[src/rtl/div_if.sv]
// Request/response bundle for div_unit.
//   req_valid_i/req_ready_o : request handshake carrying req_op_i,
//                             req_a_i, req_b_i and req_tag_i
//   flush_i                 : kill any in-flight or pending operation
//   resp_valid_o/resp_ready_i : response handshake carrying
//                             resp_value_o and resp_tag_o
// The master drives requests and consumes responses. The slave is the divider.
interface div_if #(
  parameter int XLEN  = 32,
  parameter int TAG_W = 5
);
  logic             req_valid_i;
  logic             req_ready_o;
  logic [1:0]       req_op_i;
  logic [XLEN-1:0]  req_a_i;
  logic [XLEN-1:0]  req_b_i;
  logic [TAG_W-1:0] req_tag_i;
  logic             flush_i;
  logic             resp_valid_o;
  logic             resp_ready_i;
  logic [XLEN-1:0]  resp_value_o;
  logic [TAG_W-1:0] resp_tag_o;

  modport master (
    output req_valid_i, req_op_i, req_a_i, req_b_i, req_tag_i, flush_i,
           resp_ready_i,
    input  req_ready_o, resp_valid_o, resp_value_o, resp_tag_o
  );

  modport slave (
    input  req_valid_i, req_op_i, req_a_i, req_b_i, req_tag_i, flush_i,
           resp_ready_i,
    output req_ready_o, resp_valid_o, resp_value_o, resp_tag_o
  );
endinterface

[src/rtl/div_unit.sv]
// Iterative restoring integer divider for RV32M/RV64M (DIV/DIVU/REM/REMU).
//   clk_i : clock
//   rst_i : asynchronous active-high reset
//   bus   : div_if slave port (request handshake, flush, response handshake)
// Divide-by-zero, signed overflow and repeats of the last computed operand
// pair answer in one cycle. All other requests take XLEN/BITS_PER_CYCLE
// iterations. Each iteration resolves BITS_PER_CYCLE quotient bits.
module div_unit #(
  parameter int XLEN           = 32,
  parameter int BITS_PER_CYCLE = 1,
  parameter int TAG_W          = 5
) (
  input  logic clk_i,
  input  logic rst_i,
  div_if.slave bus
);
  localparam int N  = XLEN / BITS_PER_CYCLE;
  localparam int CW = $clog2(N + 1);
  localparam logic [XLEN-1:0] MIN_NEG = {1'b1, {(XLEN-1){1'b0}}};

  typedef enum logic [1:0] {IDLE = 2'd0, BUSY = 2'd1, DONE = 2'd2} state_t;

  state_t           state_reg, state_next;
  logic [CW-1:0]    count_reg;
  logic [XLEN-1:0]  rem_reg;
  logic [XLEN-1:0]  dq_reg;     // dividend shifts out at the top, quotient enters at the bottom
  logic [XLEN-1:0]  div_reg;
  logic             neg_q_reg, neg_r_reg, rem_sel_reg, sgn_reg;
  logic [XLEN-1:0]  a_reg, b_reg;
  logic             cache_valid_reg, cache_sgn_reg;
  logic [XLEN-1:0]  cache_a_reg, cache_b_reg, cache_q_reg, cache_r_reg;
  logic             resp_valid_reg;
  logic [XLEN-1:0]  resp_value_reg;
  logic [TAG_W-1:0] resp_tag_reg;
  logic             req_ready, accept;

  // Request classification
  logic            in_sgn, in_rem, a_neg, b_neg, div_zero, ovf, hit, fast;
  logic [XLEN-1:0] fast_value;

  assign in_sgn   = !bus.req_op_i[0];
  assign in_rem   = bus.req_op_i[1];
  assign a_neg    = in_sgn && bus.req_a_i[XLEN-1];
  assign b_neg    = in_sgn && bus.req_b_i[XLEN-1];
  assign div_zero = (bus.req_b_i == '0);
  assign ovf      = in_sgn && (bus.req_a_i == MIN_NEG) && (bus.req_b_i == '1);
  assign hit      = cache_valid_reg && (bus.req_a_i == cache_a_reg) &&
                    (bus.req_b_i == cache_b_reg) && (in_sgn == cache_sgn_reg);
  assign fast     = div_zero || ovf || hit;

  always_comb begin
    fast_value = '0;
    if (div_zero)  fast_value = in_rem ? bus.req_a_i : '1;
    else if (ovf)  fast_value = in_rem ? '0 : bus.req_a_i;
    else           fast_value = in_rem ? cache_r_reg : cache_q_reg;
  end

  // Chained restoring steps. Because rem < divisor, the shifted value stays
  // below 2*divisor. The borrow out of the (XLEN+1)-bit subtract is
  // therefore the exact "less than divisor" test.
  logic [XLEN-1:0] rem_c [BITS_PER_CYCLE+1];
  logic [XLEN-1:0] dq_c  [BITS_PER_CYCLE+1];
  assign rem_c[0] = rem_reg;
  assign dq_c[0]  = dq_reg;

  genvar gi;
  generate
    for (gi = 0; gi < BITS_PER_CYCLE; gi++) begin : g_step
      logic [XLEN:0] shifted, diff;
      logic          ge;
      assign shifted      = {rem_c[gi], dq_c[gi][XLEN-1]};
      assign diff         = shifted - {1'b0, div_reg};
      assign ge           = !diff[XLEN];
      assign rem_c[gi+1]  = ge ? diff[XLEN-1:0] : shifted[XLEN-1:0];
      assign dq_c[gi+1]   = {dq_c[gi][XLEN-2:0], ge};
    end
  endgenerate

  logic [XLEN-1:0] q_fin, r_fin;
  assign q_fin = neg_q_reg ? -dq_c[BITS_PER_CYCLE]  : dq_c[BITS_PER_CYCLE];
  assign r_fin = neg_r_reg ? -rem_c[BITS_PER_CYCLE] : rem_c[BITS_PER_CYCLE];

  // FSM next state and ready
  always_comb begin
    state_next = state_reg;
    req_ready  = 1'b0;
    case (state_reg)
      IDLE: begin
        req_ready = !bus.flush_i;
        if (bus.req_valid_i && req_ready) state_next = fast ? DONE : BUSY;
      end
      BUSY: if (count_reg == CW'(1)) state_next = DONE;
      DONE: if (bus.resp_ready_i) state_next = IDLE;
      default: state_next = IDLE;
    endcase
    if (bus.flush_i) state_next = IDLE;
  end

  assign accept = bus.req_valid_i && req_ready;

  always_ff @(posedge clk_i or posedge rst_i) begin
    if (rst_i) state_reg <= IDLE;
    else       state_reg <= state_next;
  end

  always_ff @(posedge clk_i or posedge rst_i) begin
    if (rst_i) begin
      count_reg       <= '0;
      rem_reg         <= '0;
      dq_reg          <= '0;
      div_reg         <= '0;
      neg_q_reg       <= 1'b0;
      neg_r_reg       <= 1'b0;
      rem_sel_reg     <= 1'b0;
      sgn_reg         <= 1'b0;
      a_reg           <= '0;
      b_reg           <= '0;
      cache_valid_reg <= 1'b0;
      cache_sgn_reg   <= 1'b0;
      cache_a_reg     <= '0;
      cache_b_reg     <= '0;
      cache_q_reg     <= '0;
      cache_r_reg     <= '0;
      resp_valid_reg  <= 1'b0;
      resp_value_reg  <= '0;
      resp_tag_reg    <= '0;
    end else begin
      resp_valid_reg <= (state_next == DONE);
      if (accept) begin
        resp_tag_reg <= bus.req_tag_i;
        rem_sel_reg  <= in_rem;
        sgn_reg      <= in_sgn;
        a_reg        <= bus.req_a_i;
        b_reg        <= bus.req_b_i;
        neg_q_reg    <= in_sgn && (bus.req_a_i[XLEN-1] ^ bus.req_b_i[XLEN-1]);
        neg_r_reg    <= a_neg;
        rem_reg      <= '0;
        dq_reg       <= a_neg ? -bus.req_a_i : bus.req_a_i;
        div_reg      <= b_neg ? -bus.req_b_i : bus.req_b_i;
        count_reg    <= CW'(N);
        if (fast) resp_value_reg <= fast_value;
      end else if (state_reg == BUSY) begin
        rem_reg   <= rem_c[BITS_PER_CYCLE];
        dq_reg    <= dq_c[BITS_PER_CYCLE];
        count_reg <= count_reg - CW'(1);
        // A flush in the final cycle leaves state_next at IDLE and the cache untouched.
        if (state_next == DONE) begin
          resp_value_reg  <= rem_sel_reg ? r_fin : q_fin;
          cache_valid_reg <= 1'b1;
          cache_sgn_reg   <= sgn_reg;
          cache_a_reg     <= a_reg;
          cache_b_reg     <= b_reg;
          cache_q_reg     <= q_fin;
          cache_r_reg     <= r_fin;
        end
      end
    end
  end

  assign bus.req_ready_o  = req_ready;
  assign bus.resp_valid_o = resp_valid_reg;
  assign bus.resp_value_o = resp_value_reg;
  assign bus.resp_tag_o   = resp_tag_reg;
endmodule

[src/flat_wrapper.sv]
// flat-port wrapper written by rule: the top's interface ports become plain ports
module div_unit_flat 
#(
  parameter int XLEN           = 32,
  parameter int BITS_PER_CYCLE = 1,
  parameter int TAG_W          = 5
)
  (clk_i, rst_i, bus_req_valid_i, bus_req_op_i, bus_req_a_i, bus_req_b_i, bus_req_tag_i, bus_flush_i, bus_resp_ready_i, bus_req_ready_o, bus_resp_valid_o, bus_resp_value_o, bus_resp_tag_o);
  div_if #(.XLEN(XLEN), .TAG_W(TAG_W)) bus_i ();
  input  logic clk_i;
  input  logic rst_i;
  input wire logic [$bits(bus_i.req_valid_i)-1:0] bus_req_valid_i;
  input wire logic [$bits(bus_i.req_op_i)-1:0] bus_req_op_i;
  input wire logic [$bits(bus_i.req_a_i)-1:0] bus_req_a_i;
  input wire logic [$bits(bus_i.req_b_i)-1:0] bus_req_b_i;
  input wire logic [$bits(bus_i.req_tag_i)-1:0] bus_req_tag_i;
  input wire logic [$bits(bus_i.flush_i)-1:0] bus_flush_i;
  input wire logic [$bits(bus_i.resp_ready_i)-1:0] bus_resp_ready_i;
  output wire logic [$bits(bus_i.req_ready_o)-1:0] bus_req_ready_o;
  output wire logic [$bits(bus_i.resp_valid_o)-1:0] bus_resp_valid_o;
  output wire logic [$bits(bus_i.resp_value_o)-1:0] bus_resp_value_o;
  output wire logic [$bits(bus_i.resp_tag_o)-1:0] bus_resp_tag_o;
  assign bus_i.req_valid_i = bus_req_valid_i;
  assign bus_i.req_op_i = bus_req_op_i;
  assign bus_i.req_a_i = bus_req_a_i;
  assign bus_i.req_b_i = bus_req_b_i;
  assign bus_i.req_tag_i = bus_req_tag_i;
  assign bus_i.flush_i = bus_flush_i;
  assign bus_i.resp_ready_i = bus_resp_ready_i;
  assign bus_req_ready_o = bus_i.req_ready_o;
  assign bus_resp_valid_o = bus_i.resp_valid_o;
  assign bus_resp_value_o = bus_i.resp_value_o;
  assign bus_resp_tag_o = bus_i.resp_tag_o;
  div_unit #(.XLEN(XLEN), .BITS_PER_CYCLE(BITS_PER_CYCLE), .TAG_W(TAG_W)) u_core (.clk_i(clk_i), .rst_i(rst_i), .bus(bus_i));
endmodule
[config.mk]
export PLATFORM = sky130hd
export DESIGN_NAME = div_unit_flat
export DESIGN_NICKNAME = d
export VERILOG_FILES = /design/src/rtl/div_if.sv /design/src/rtl/div_unit.sv /design/src/flat_wrapper.sv
export SDC_FILE = /design/constraint.sdc
export NUM_CORES = 1
export LEC_CHECK = 0
export BUFFER_PORTS_ARGS = -buffer_cell sky130_fd_sc_hd__buf_2
export CAP_MARGIN = 30
export CORE_MARGIN = 5
export CORE_UTILIZATION = 50
export CTS_CLUSTER_SIZE = 10
export DETAILED_ROUTE_END_ITERATION = 10
export GPL_TIMING_DRIVEN = 0
export PLACE_DENSITY_LB_ADDON = 0.08
export REMOVE_ABC_BUFFERS = 1
export SLEW_MARGIN = 20
export SYNTH_ARGS = -nofsm -noshare
export SYNTH_HDL_FRONTEND = slang
export SYNTH_SLANG_ARGS = --single-unit
[constraint.sdc]
create_clock -name clk_i -period 16.95 [get_ports clk_i]
set_clock_uncertainty 0.05 [all_clocks]
set_input_delay 3.39 -clock clk_i [delete_from_list [all_inputs] [get_ports clk_i]]
set_output_delay 3.39 -clock clk_i [all_outputs]
set_load 0.05 [all_outputs]
# Yosys cells after proc, flatten, opt, wreduce, memory -nomap -nowiden
# Cells that the tools add are included.
totals:
  reg_bits: 340
  latchBits: 0
  mem_bits_rw: 0
  rom_bits: 0
  inputBits: 76
  out_inout_bits: 39
  elab_cells: 87
  n_memories: 0
classes:
  add_sub_neg: 6
  multipliers: 0
  div: 0
  magnitude_cmp: 0
  n_eq_ne: 10
  n_shift: 0
  n_mux: 28
  bitwise: 2
  n_reduce_logical: 21
op_table:
  columns: ["operator", "n"]
  rows:
  - ["32-bit two-way mux", 19]
  - ["32-bit negation", 4]
  - ["32-bit == test", 2]
  - ["32-bit == test, second input constant", 2]
  - ["33-bit by 32-bit subtractor with 33-bit output", 1]
  - ["32-bit logical NOT", 1]
  - ["6-bit two-way mux", 2]
  - ["1-bit logical AND", 10]
  - ["2-bit two-way mux", 5]
  - ["6-bit by 1-bit == test with 1-bit output, second input constant", 1]
  - ["2-bit case mux with 3 select lines", 1]
  - ["3-bit AND reduction", 2]
  - ["6-bit by 1-bit subtractor with 6-bit output, second input constant", 1]
  - ["2-bit == test, second input constant", 2]
  - ["2-bit nonzero test", 2]
  - ["1-bit logical NOT", 3]
  - ["2-bit by 1-bit == test with 1-bit output, second input constant", 1]
  - ["2-bit logical NOT", 1]
  - ["1-bit logical OR", 2]
  - ["2-bit != test, second input constant", 1]
  - ["1-bit == test", 1]
  - ["1-bit two-way mux", 1]
  - ["1-bit NOT", 1]
  - ["1-bit bitwise XOR", 1]

# Logic depth before layout (Yosys ltp)
# Gate-level depths: netlist of the first run.
depth:
  word_depth: 13
  mapped_depth: 24
  depth_no_buf: 20

# Worst setup path before layout of the first run
# OpenSTA, ideal clock, no wires.
synth_path:
  kind: "input to output"
  start: "input port bus_flush_i"
  end: "output port bus_req_ready_o"
  arrival_time_ns: 4.545
  required_time_ns: 13.510
  path_slack_ns: 8.965
  cell_stages: 1
  path_buffers: 0
  cell_sequence: "nor3_1"
synth_between:
  elab_chain_cells: 2
synth_lines:
  columns: ["element", "line_no", "source"]
  rows:
  - ["start, declared", "flat_wrapper.sv:17", "input wire logic [$bits(bus_i.flush_i)-1:0] bus_flush_i;"]
  - ["1-bit logical NOT", "div_unit.sv:89", "req_ready = !bus.flush_i;"]
  - ["1-bit two-way mux", "div_unit.sv:87", "case (state_reg)"]
  - ["end, declared", "flat_wrapper.sv:19", "output wire logic [$bits(bus_i.req_ready_o)-1:0] bus_req_ready_o;"]
# No other way between the ends.

# Final worst setup path of the first run
# Same ends and word-level chain as after synthesis.

==> run metrics, run 1 <==
Sw Ratio=44.8%; most frequent cell on the critical path=buf_2; Clk pwr share=21.6%; Core Region=40600 um2; drt first pass iters=5; Post-CTS Resized=0; count of port buffers added during placement=114; final antenna diode count=0; ratio of cells with drive above 1 in the final layout=10.2%; DR vias=~18k; Post-synth EDFFs=0; Yosys top cell area share=between 40% and 50%; Initial Utilization=50.2%; Crit. End Element=primary output; routed len/inst=21.8 um; gr ovfl total=0; GRT Util Overall=around 30%; Layout area overhead=12.0%; synthesized area=roughly 20000 um2; Max-cap violations=0; post-synth top area cell=dfrtp_1; # nets final=between 2k and 3k; Detailed Place HPWL=around 49000 um; synth warn=0; outcome=finished clean; Req. time, crit path=between 10 and 15 ns; io pins=115; Worst Setup Start Kind=primary input; synthesis-stage register bit count=~340; path depth of the worst reg2reg path=19; CTS buffer count=42; number of post-CTS setup repair buffers=0; non-filler instance count after layout=3071; WL final=67000 um; most frequent cells in the layout=nand2_1 (680), dfrtp_1 (338), o21ai_0 (224); Die W=212 um; Pint=0.00211 W; RR Endpoint=u_core.bus.resp_value_o[24]; clock-pin slew on the worst setup and hold paths=0.05 ns; CP max-delay cell=nor3_1; hold path start=u_core.b_reg[4]; antenna violations before repair=0; worst-skew pair later-pin latency=0.57 ns; die span in y=212 um; CTS H-tree depth=2; asr flop ratio synth=100%; post-synth cell types=84; Min-Delay Endpoint=u_core.cache_b_reg[4]; Max clock buf depth=3; Logic pwr share=47.8%; Hold Fails Final Rpt=0; vias in the first global route=17.7k; sw power=~0.0017 W; RSZ-0062 raised after global routing=false; WP data arrival=roughly 4.4 ns; utilization after layout=56.2%; Seq pwr share=roughly 31%; hold-fix buffers at CTS=0; Tmin final=approximately 8 ns; fillcell total=3761; final setup violation count=0; Buf+Inv Stages, Crit Path=2; Core Rows=74; fmax=between 100 and 150 MHz; GPL Wtd Cong=around 0.9; Min-Delay Path Class=register to register; Post-route DRC=0; register area share after synthesis=41.6%; Final Slew Violations=0; CP peak stage delay=about 0.5 ns; initial DRC count=1749; fin crit share=around 46%; CP delay by family, top=buffers and inverters; slew at the pin closest to its max-slew limit=0.927 ns; PwrDens=around 170 nW/um2; largest net degree at the start of global routing=102; ys flop type=dfrtp_1; Rel. slew slack=38.2%; reg-to-reg slack, setup=10.34 ns; CTS tree=yes; Placed Cells=3008; crit path kind=primary input to primary output; antenna viol nets, final=0; hold path depth=2; Leak=about 11 nW; crit-path cells=buf_2 > nor3_1 > buf_2; footprint of the multi-input gates=11000 um2; top post-synthesis cells by area=dfrtp_1 (42%), nand2_1 (13%), o21ai_0 (5.5%); vias per inst=around 6.0; cell count after synthesis=2498; sequential cell area=between 8000 and 9000 um2; most common cell after layout, fill and taps aside=nand2_1; CTS Root Cell=clkbuf_16; VDD IR max=0.123 mV; Reg-to-Reg Start=u_core.dq_reg[31]; die area=44900 um2; first-pass GRT wire length=104000 um; largest fanout on the critical path=6; syn_area_per_cell=slightly above 8 um2; Sink Count=339
-- kinds of logic (layout without fill, tap and decap cells) --
kind of cell               after synthesis  in the layout  synth area share, %
muxes                                   54             54                 2.75
buffers and inverters                  238            279                 4.65
DFF                                    339            339                 41.6
adders and majority gates               40             40                 2.49
xor gates and xnor gates               190            190                 8.16
and+or+nand+nor                       1050           1050                 22.0
AOI/OAI and AO/OA                      587            587                 18.3
-- cell usage after synthesis, types with 11 or more instances --
cell type / n
nor3_1: 35
nor2_1: 118
buf_1: 13
and2_1: 14
a21o_1: 11
and3_1: 17
or3_1: 25
a31oi_1: 31
nand2_1: 682
xor2_1: 88
nor4_1: 23
a21oi_1: 115
xnor2_1: 102
mux2_2: 16
o21ai_0: 224
o41ai_1: 16
buf_2: 11
nand4_1: 27
dfrtp_1: 339
o31ai_1: 32
a211oi_1: 19
a221oi_1: 18
mux2i_1: 38
clkbuf_1: 135
inv_1: 69
nand2b_1: 17
ha_1: 39
nand3_1: 60
-- how the worst max path moves through the flow --
stage	slack, ns	from	cells after the start	endpoint
floorplan	4.12	rst_i	1	u_core.a_reg[0]
global placement	-0.20	bus_flush_i	4	u_core.bus.resp_value_o[24]
detailed placement	8.92	bus_req_a_i[25]	14	u_core.bus.resp_value_o[28]
CTS	9.10	bus_flush_i	3	bus_req_ready_o
global route	9.04	bus_flush_i	3	bus_req_ready_o
finish	9.10	bus_flush_i	3	bus_req_ready_o
-- stage by stage --
step	setup WS, ns	cell area (um2)	power, W	hold slack (ns)	TNS, ns
final	9.10	22800	0.00381	0.414	0
after global routing	9.04	22800	0.00405	0.436	0
after CTS	9.10	22800	0.00381	0.414	0
after detailed placement	8.92	21600	0.00298	0.400	0
after global placement	-0.198	21000	0.00293	0.392	-43.27
after floorplan	4.12	19700	0.00239	0.377	0
-- power by group through the flow --
stage                     clock [W]  sequential, W  combinational, W
after floorplan                   0        0.00122           0.00118
after detailed placement          0        0.00118           0.00180
after global placement            0        0.00117           0.00175
after CTS                  0.000835        0.00117           0.00181
final                      0.000822        0.00117           0.00182
after global routing       0.000863        0.00119           0.00200
-- routing by layer --
layer / share of wire, % / track usage (%) / vias to the layer above
li1: - / - / 8671
met1: 44 / 41.3 / 9016
met2: 46 / 46.4 / 656
met3: 7.1 / 5.03 / 125
met4: 3.7 / 10.9 / 0
met5: 0 / 0 / -
-- worst reg2reg max path, delay by kind of cell, from the launching register on --
kind            cells  cell delay, ns
mux                 1            0.58
fa+ha+maj           3            1.02
buf+inv             2            0.56
compound gates      8            2.48
simple gates        4            1.04
flops               1            0.42
xor+xnor            1            0.41
-- area by class of cell --
cell class | count | area share (%)
Multi-Input combinational cell | 1921 | 48.3
Sequential cell | 339 | 37.1
Timing Repair Buffer | 150 | 5.30
Clock buffer | 51 | 4.84
Tap cell | 532 | 2.91
Inverter | 70 | 1.18
Clock inverter | 8 | 0.383
Note: power is estimated with default switching activity, not from simulation.
==> inputs of run 2 (changes only) <==
==> constraint.sdc (replaced) <==
create_clock -name clk_i -period 6.8 [get_ports clk_i]
set_clock_uncertainty 0.05 [all_clocks]
set_input_delay 1.36 -clock clk_i [delete_from_list [all_inputs] [get_ports clk_i]]
set_output_delay 1.36 -clock clk_i [all_outputs]
set_load 0.05 [all_outputs]
==> run metrics, run 2 (same netlist as run 1, synthesis figures left out) <==
ratio of cells with drive above 1 in the final layout=around a tenth; vias in the first global route=17.7k; gr ovfl total=0; sequential cell area=8480 um2; Initial Utilization=50.2%; crit path kind=register to register; Sw Ratio=44.8%; Max clock buf depth=3; Pint=0.00525 W; io pins=roughly 120; hold path depth=2; Rel. slew slack=40.1%; VDD IR max=0.315 mV; hold slack=approximately 0.41 ns; hold path start=u_core.b_reg[4]; fmax=160 MHz; Seq pwr share=30.6%; # nets final=2640; footprint of the multi-input gates=11000 um2; routed len/inst=approximately 22 um; Max-cap violations=0; most frequent cells in the layout=nand2_1 (680), dfrtp_1 (338), o21ai_0 (224); Reg-to-Reg Start=u_core.dq_reg[31]; first-pass GRT wire length=104000 um; largest net degree at the start of global routing=roughly 100; die area=44900 um2; Core Rows=74; vias per inst=~6; slew at the pin closest to its max-slew limit=0.899 ns; Worst Setup Start Kind=register; drt first pass iters=6; CTS tree=yes; Post-route DRC=0; die span in y=about 210 um; count of port buffers added during placement=~110; largest fanout on the critical path=41; Die W=212 um; path depth of the worst reg2reg path=19; outcome=finished clean; Final Slew Violations=0; antenna violations before repair=0; Core Region=~41000 um2; initial DRC count=1710; Req. time, crit path=7.25 ns; Min-Delay Path Class=register to register; WP data arrival=6.71 ns; placed instance area=between 20000 and 25000 um2; fin crit share=92.0%; Tmin final=6.26 ns; fin area=between 20000 and 25000 um2; Logic pwr share=47.9%; final setup violation count=0; CTS Root Cell=clkbuf_16; Sink Count=between 300 and 400; CTS buffer count=between 40 and 50; PwrDens=416 nW/um2; Crit. End Element=register; dpl ws=between 0.3 and 0.4 ns; setup ws final=0.544 ns; WL final=67000 um; fillcell total=between 3k and 4k; clock-pin slew on the worst setup and hold paths=approximately 0.060 ns; Post-CTS Resized=0; most common cell after layout, fill and taps aside=nand2_1; Hold Fails Final Rpt=0; Clk pwr share=between 20% and 30%; reg-to-reg slack, setup=0.54 ns; hold-fix buffers at CTS=0; GPL Wtd Cong=~0.90; sw power=0.00426 W; RR Endpoint=u_core.bus.resp_value_o[24]; DR vias=18.3k; number of post-CTS setup repair buffers=0; worst-skew pair later-pin latency=0.57 ns; CTS H-tree depth=2; GRT Util Overall=29.5%; Min-Delay Endpoint=u_core.cache_b_reg[4]; Detailed Place HPWL=48800 um; antenna viol nets, final=0; RSZ-0062 raised after global routing=false; Layout area overhead=12.0%; Leak=around 11 nW
## run 2: cell count changes in the layout (fill, tap and decap cells not counted)
cell     previous run  this run
mux2i_2             0         1
mux2i_1            38        37
inv_2               1         0
diode_2             0         1
inv_4               0         1
## run 2: stage by stage
step | total power [W] | util, % | setup TNS (ns) | std cells
after floorplan | 0.00597 | - | -1566.19 | 2330
after global placement | 0.00730 | 51.5 | -3978.95 | 2976
after detailed placement | 0.00742 | 53.1 | 0 | 3008
after CTS | 0.00950 | 56.1 | 0 | 3067
after global routing | 0.0101 | 56.2 | 0 | 3071
final | 0.00951 | 56.2 | 0 | 3072
## run 2: final cells by class
cell class | count | area share [%]
Timing Repair Buffer | 150 | 5.29
Inverter | 70 | 1.19
Antenna cell | 1 | 0.0109
Multi-Input combinational cell | 1921 | 48.2
Clock inverter | 8 | 0.383
Clock buffer | 51 | 4.83
Sequential cell | 339 | 37.1
Tap cell | 532 | 2.91
## run 2: worst max path at each step
stage | from | to | slack, ns | depth (start not counted)
4_1_cts | u_core.dq_reg[31] | u_core.bus.resp_value_o[24] | 0.32 | 20
5_1_grt | u_core.dq_reg[31] | u_core.bus.resp_value_o[24] | 0.14 | 19
6_report | u_core.dq_reg[31] | u_core.bus.resp_value_o[24] | 0.54 | 19
2_1_floorplan | rst_i | u_core.a_reg[0] | -4.00 | 1
3_3_place_gp | u_core.state_reg[1] | u_core.bus.resp_value_o[24] | -10.21 | 5
3_5_place_dp | u_core.dq_reg[31] | u_core.bus.resp_value_o[24] | 0.37 | 20
## run 2: power groups by stage
stage	Clock, W	Sequential (W)	Combinational [W]
2_1_floorplan	0	0.00303	0.00293
3_3_place_gp	0	0.00293	0.00437
3_5_place_dp	0	0.00294	0.00448
4_1_cts	0.00208	0.00291	0.00451
5_1_grt	0.00215	0.00296	0.00499
6_report	0.00205	0.00291	0.00455
## run 2: worst max-delay path, stage by stage, from the launching register on
cell and delay, ns:
dfrtp_1 0.43, inv_1 0.11, ha_1 0.22, fa_1 0.42, nand2b_1 0.19, a21oi_2 0.29
o21ai_1 0.20, a21oi_2 0.35, a31oi_2 0.29, nor2_4 0.50, inv_4 0.31, a21oi_1 0.42
ha_1 0.36, nand4_1 0.16, nand4b_1 0.23, mux2i_2 0.44, o21ai_0 0.24, o21ai_0 0.25
xor2_1 0.41, o221a_2 0.27
## run 2: metal layers
| metal | GRT usage (%) | part of all wire [%] |
|---|---|---|
| met5 | 0 | 0 |
| met4 | 10.9 | 3.8 |
| met3 | 5.03 | 7.0 |
| met2 | 46.4 | 45 |
| met1 | 41.3 | 44 |
==> inputs of run 3 (changes only) <==
--- a/config.mk
+++ b/config.mk
@@ -7,8 +7,10 @@
 export LEC_CHECK = 0
 export BUFFER_PORTS_ARGS = -buffer_cell sky130_fd_sc_hd__buf_2
 export CAP_MARGIN = 30
+export CELL_PAD_IN_SITES_DETAIL_PLACEMENT = 0
+export CELL_PAD_IN_SITES_GLOBAL_PLACEMENT = 1
 export CORE_MARGIN = 5
-export CORE_UTILIZATION = 50
+export CORE_UTILIZATION = 42
 export CTS_CLUSTER_SIZE = 10
 export DETAILED_ROUTE_END_ITERATION = 10
 export GPL_TIMING_DRIVEN = 0
==> run metrics, run 3 (same netlist as run 1, synthesis figures left out) <==
outcome=finished clean; clock-pin slew on the worst setup and hold paths=0.05 ns; Layout area overhead=13.1%; CTS tree=yes; vias in the first global route=17.4k; Die W=230 um; Leak=between 10 and 15 nW; CP peak stage delay=0.57 ns; Pint=0.00532 W; Core Region=47900 um2; Tmin final=around 6.4 ns; Min-Delay Path Class=register to register; fin crit share=a little over nine tenths; initial DRC count=1464; Core Rows=80; Sink Count=339; die span in y=230 um; RSZ-0062 raised after global routing=false; DR vias=about 18k; CTS Root Cell=clkbuf_16; most frequent cells in the layout=nand2_1 (680), dfrtp_1 (338), o21ai_0 (224); largest net degree at the start of global routing=94; Seq pwr share=a little under a third; Logic pwr share=48.0%; GRT Util Overall=26.4%; reg-to-reg slack, setup=0.37 ns; Clk pwr share=21.9%; CTS H-tree depth=2; gr ovfl total=0; Crit. End Element=register; PwrDens=roughly 420 nW/um2; antenna violations before repair=4; first-pass GRT wire length=109000 um; sw power=0.00437 W; hold path depth=1; worst-skew pair later-pin latency=0.57 ns; WP data arrival=6.88 ns; Sw Ratio=45.1%; Req. time, crit path=7.24 ns; Hold Fails Final Rpt=0; RR Endpoint=u_core.bus.resp_value_o[24]; Min-Delay Endpoint=u_core.cache_valid_reg; path depth of the worst reg2reg path=21; Max clock buf depth=3; GPL Wtd Cong=0.862; WL final=71500 um; Detailed Place HPWL=about 52000 um; crit-path cells=inv_1 > ha_1 > fa_1 > nand2b_1 > a21oi_2 > o21ai_1 > a21oi_2 > a41o_1 > nor2_4 > buf_12 > inv_4 > nor2_1 > a21oi_1 > ha_1 > nand4_1 > nand4b_1 > mux2i_1 > o21ai_0 > o21ai_0 > xor2_1 > o221a_2; ratio of cells with drive above 1 in the final layout=between 10 and 15%; io pins=115; final setup violation count=0; Final Slew Violations=0; routed len/inst=22.6 um; antenna viol nets, final=0; utilization after layout=approximately 48%; drt first pass iters=6; die area=53100 um2; Rel. slew slack=37.5%; CP delay by family, top=compound AO/OA/AOI/OAI gates; Max-cap violations=0; Initial Utilization=42.6%; Reg-to-Reg Start=u_core.dq_reg[31]; CP max-delay cell=mux2i_1; VDD IR max=0.211 mV; fmax=around 160 MHz; count of port buffers added during placement=114; largest fanout on the critical path=41; fin area=23100 um2; crit path kind=register to register; Buf+Inv Stages, Crit Path=3; slew at the pin closest to its max-slew limit=a little over 0.9 ns; Worst Setup Start Kind=register; vias per inst=5.74; most common cell after layout, fill and taps aside=nand2_1; fillcell total=4730; placed instance area=21800 um2; Post-route DRC=0; CTS buffer count=42; hold path start=u_core.cache_valid_reg; # nets final=2643
run 3: cell count changes in the layout (fill, tap and decap cells not counted), moves of 2 or more:
| cell | delta |
|---|---|
| clkinv_2 | -2 |
| clkbuf_1 | +2 |
| clkbuf_8 | +3 |
| buf_6 | -4 |
| buf_4 | +7 |
| inv_6 | -3 |
| buf_16 | +3 |
run 3: stage by stage:
stage	power [W]	setup slack [ns]	hold WS, ns	setup TNS (ns)	std cells
after floorplan	0.00597	-4.00	0.377	-1566.19	2330
after global placement	0.00744	-11.53	0.393	-4266.51	3059
after detailed placement	0.00753	-0.000334	0.399	-0.000334	3095
after CTS	0.00971	0.223	0.412	0	3157
after global routing	0.0103	0.0557	0.435	0	3160
final	0.00969	0.367	0.408	0	3161
run 3: worst max-delay path by stage:
stage | start | end | slack, ns | cells past startpoint
after floorplan | rst_i | u_core.a_reg[0] | -4.00 | 1
after global routing | u_core.dq_reg[31] | u_core.bus.resp_value_o[24] | 0.06 | 21
after global placement | u_core.state_reg[1] | u_core.bus.resp_value_o[24] | -11.53 | 5
after CTS | u_core.dq_reg[31] | u_core.bus.resp_value_o[24] | 0.22 | 20
final | u_core.dq_reg[31] | u_core.bus.resp_value_o[24] | 0.37 | 21
after detailed placement | u_core.dq_reg[31] | u_core.bus.resp_value_o[24] | -0.0003 | 21
run 3: routing by layer:
metal  track usage, %  wire [um]  vias up
li1                 -          -     8674
met3             4.31       4340      100
met4             8.76       2460        2
met2             41.2      32300      557
met1             37.7      32400     8816
met5                0         13        -
run 3: worst reg2reg max path, stage by stage (launching register included):
cell,delay [ns]
dfrtp_1,0.44
inv_1,0.12
ha_1,0.22
fa_1,0.40
nand2b_1,0.19
a21oi_2,0.34
o21ai_1,0.23
a21oi_2,0.40
a41o_1,0.46
nor2_4,0.08
buf_12,0.20
inv_4,0.39
nor2_1,0.13
a21oi_1,0.29
ha_1,0.30
nand4_1,0.12
nand4b_1,0.20
mux2i_1,0.57
o21ai_0,0.30
o21ai_0,0.28
xor2_1,0.41
o221a_2,0.26
run 3: cell type report:
type	count	area, um2	area share (%)
Inverter	70	273	1.18
Sequential cell	339	8480	36.8
Timing Repair Buffer	153	1260	5.46
Clock buffer	57	1180	5.11
Antenna cell	1	2.50	0.0108
Tap cell	615	769	3.34
Multi-Input combinational cell	1921	11000	47.8
Clock inverter	5	75.1	0.325
run 3: power by group through the flow:
stage	registers [W]	clock network, W	logic (W)
after floorplan	0.00303	0	0.00293
after global placement	0.00295	0	0.00450
after detailed placement	0.00294	0	0.00459
after CTS	0.00291	0.00218	0.00462
after global routing	0.00298	0.00226	0.00508
final	0.00292	0.00213	0.00465
run 3: repair_timing:
item | in CTS | in global routing
gates resized for setup | 1 | 0
setup endpoints to repair | 1 | 6
setup buffers | 0 | 2
hold buffers | 0 | 0
gates cloned | 0 | 0
pin swaps | 0 | 1
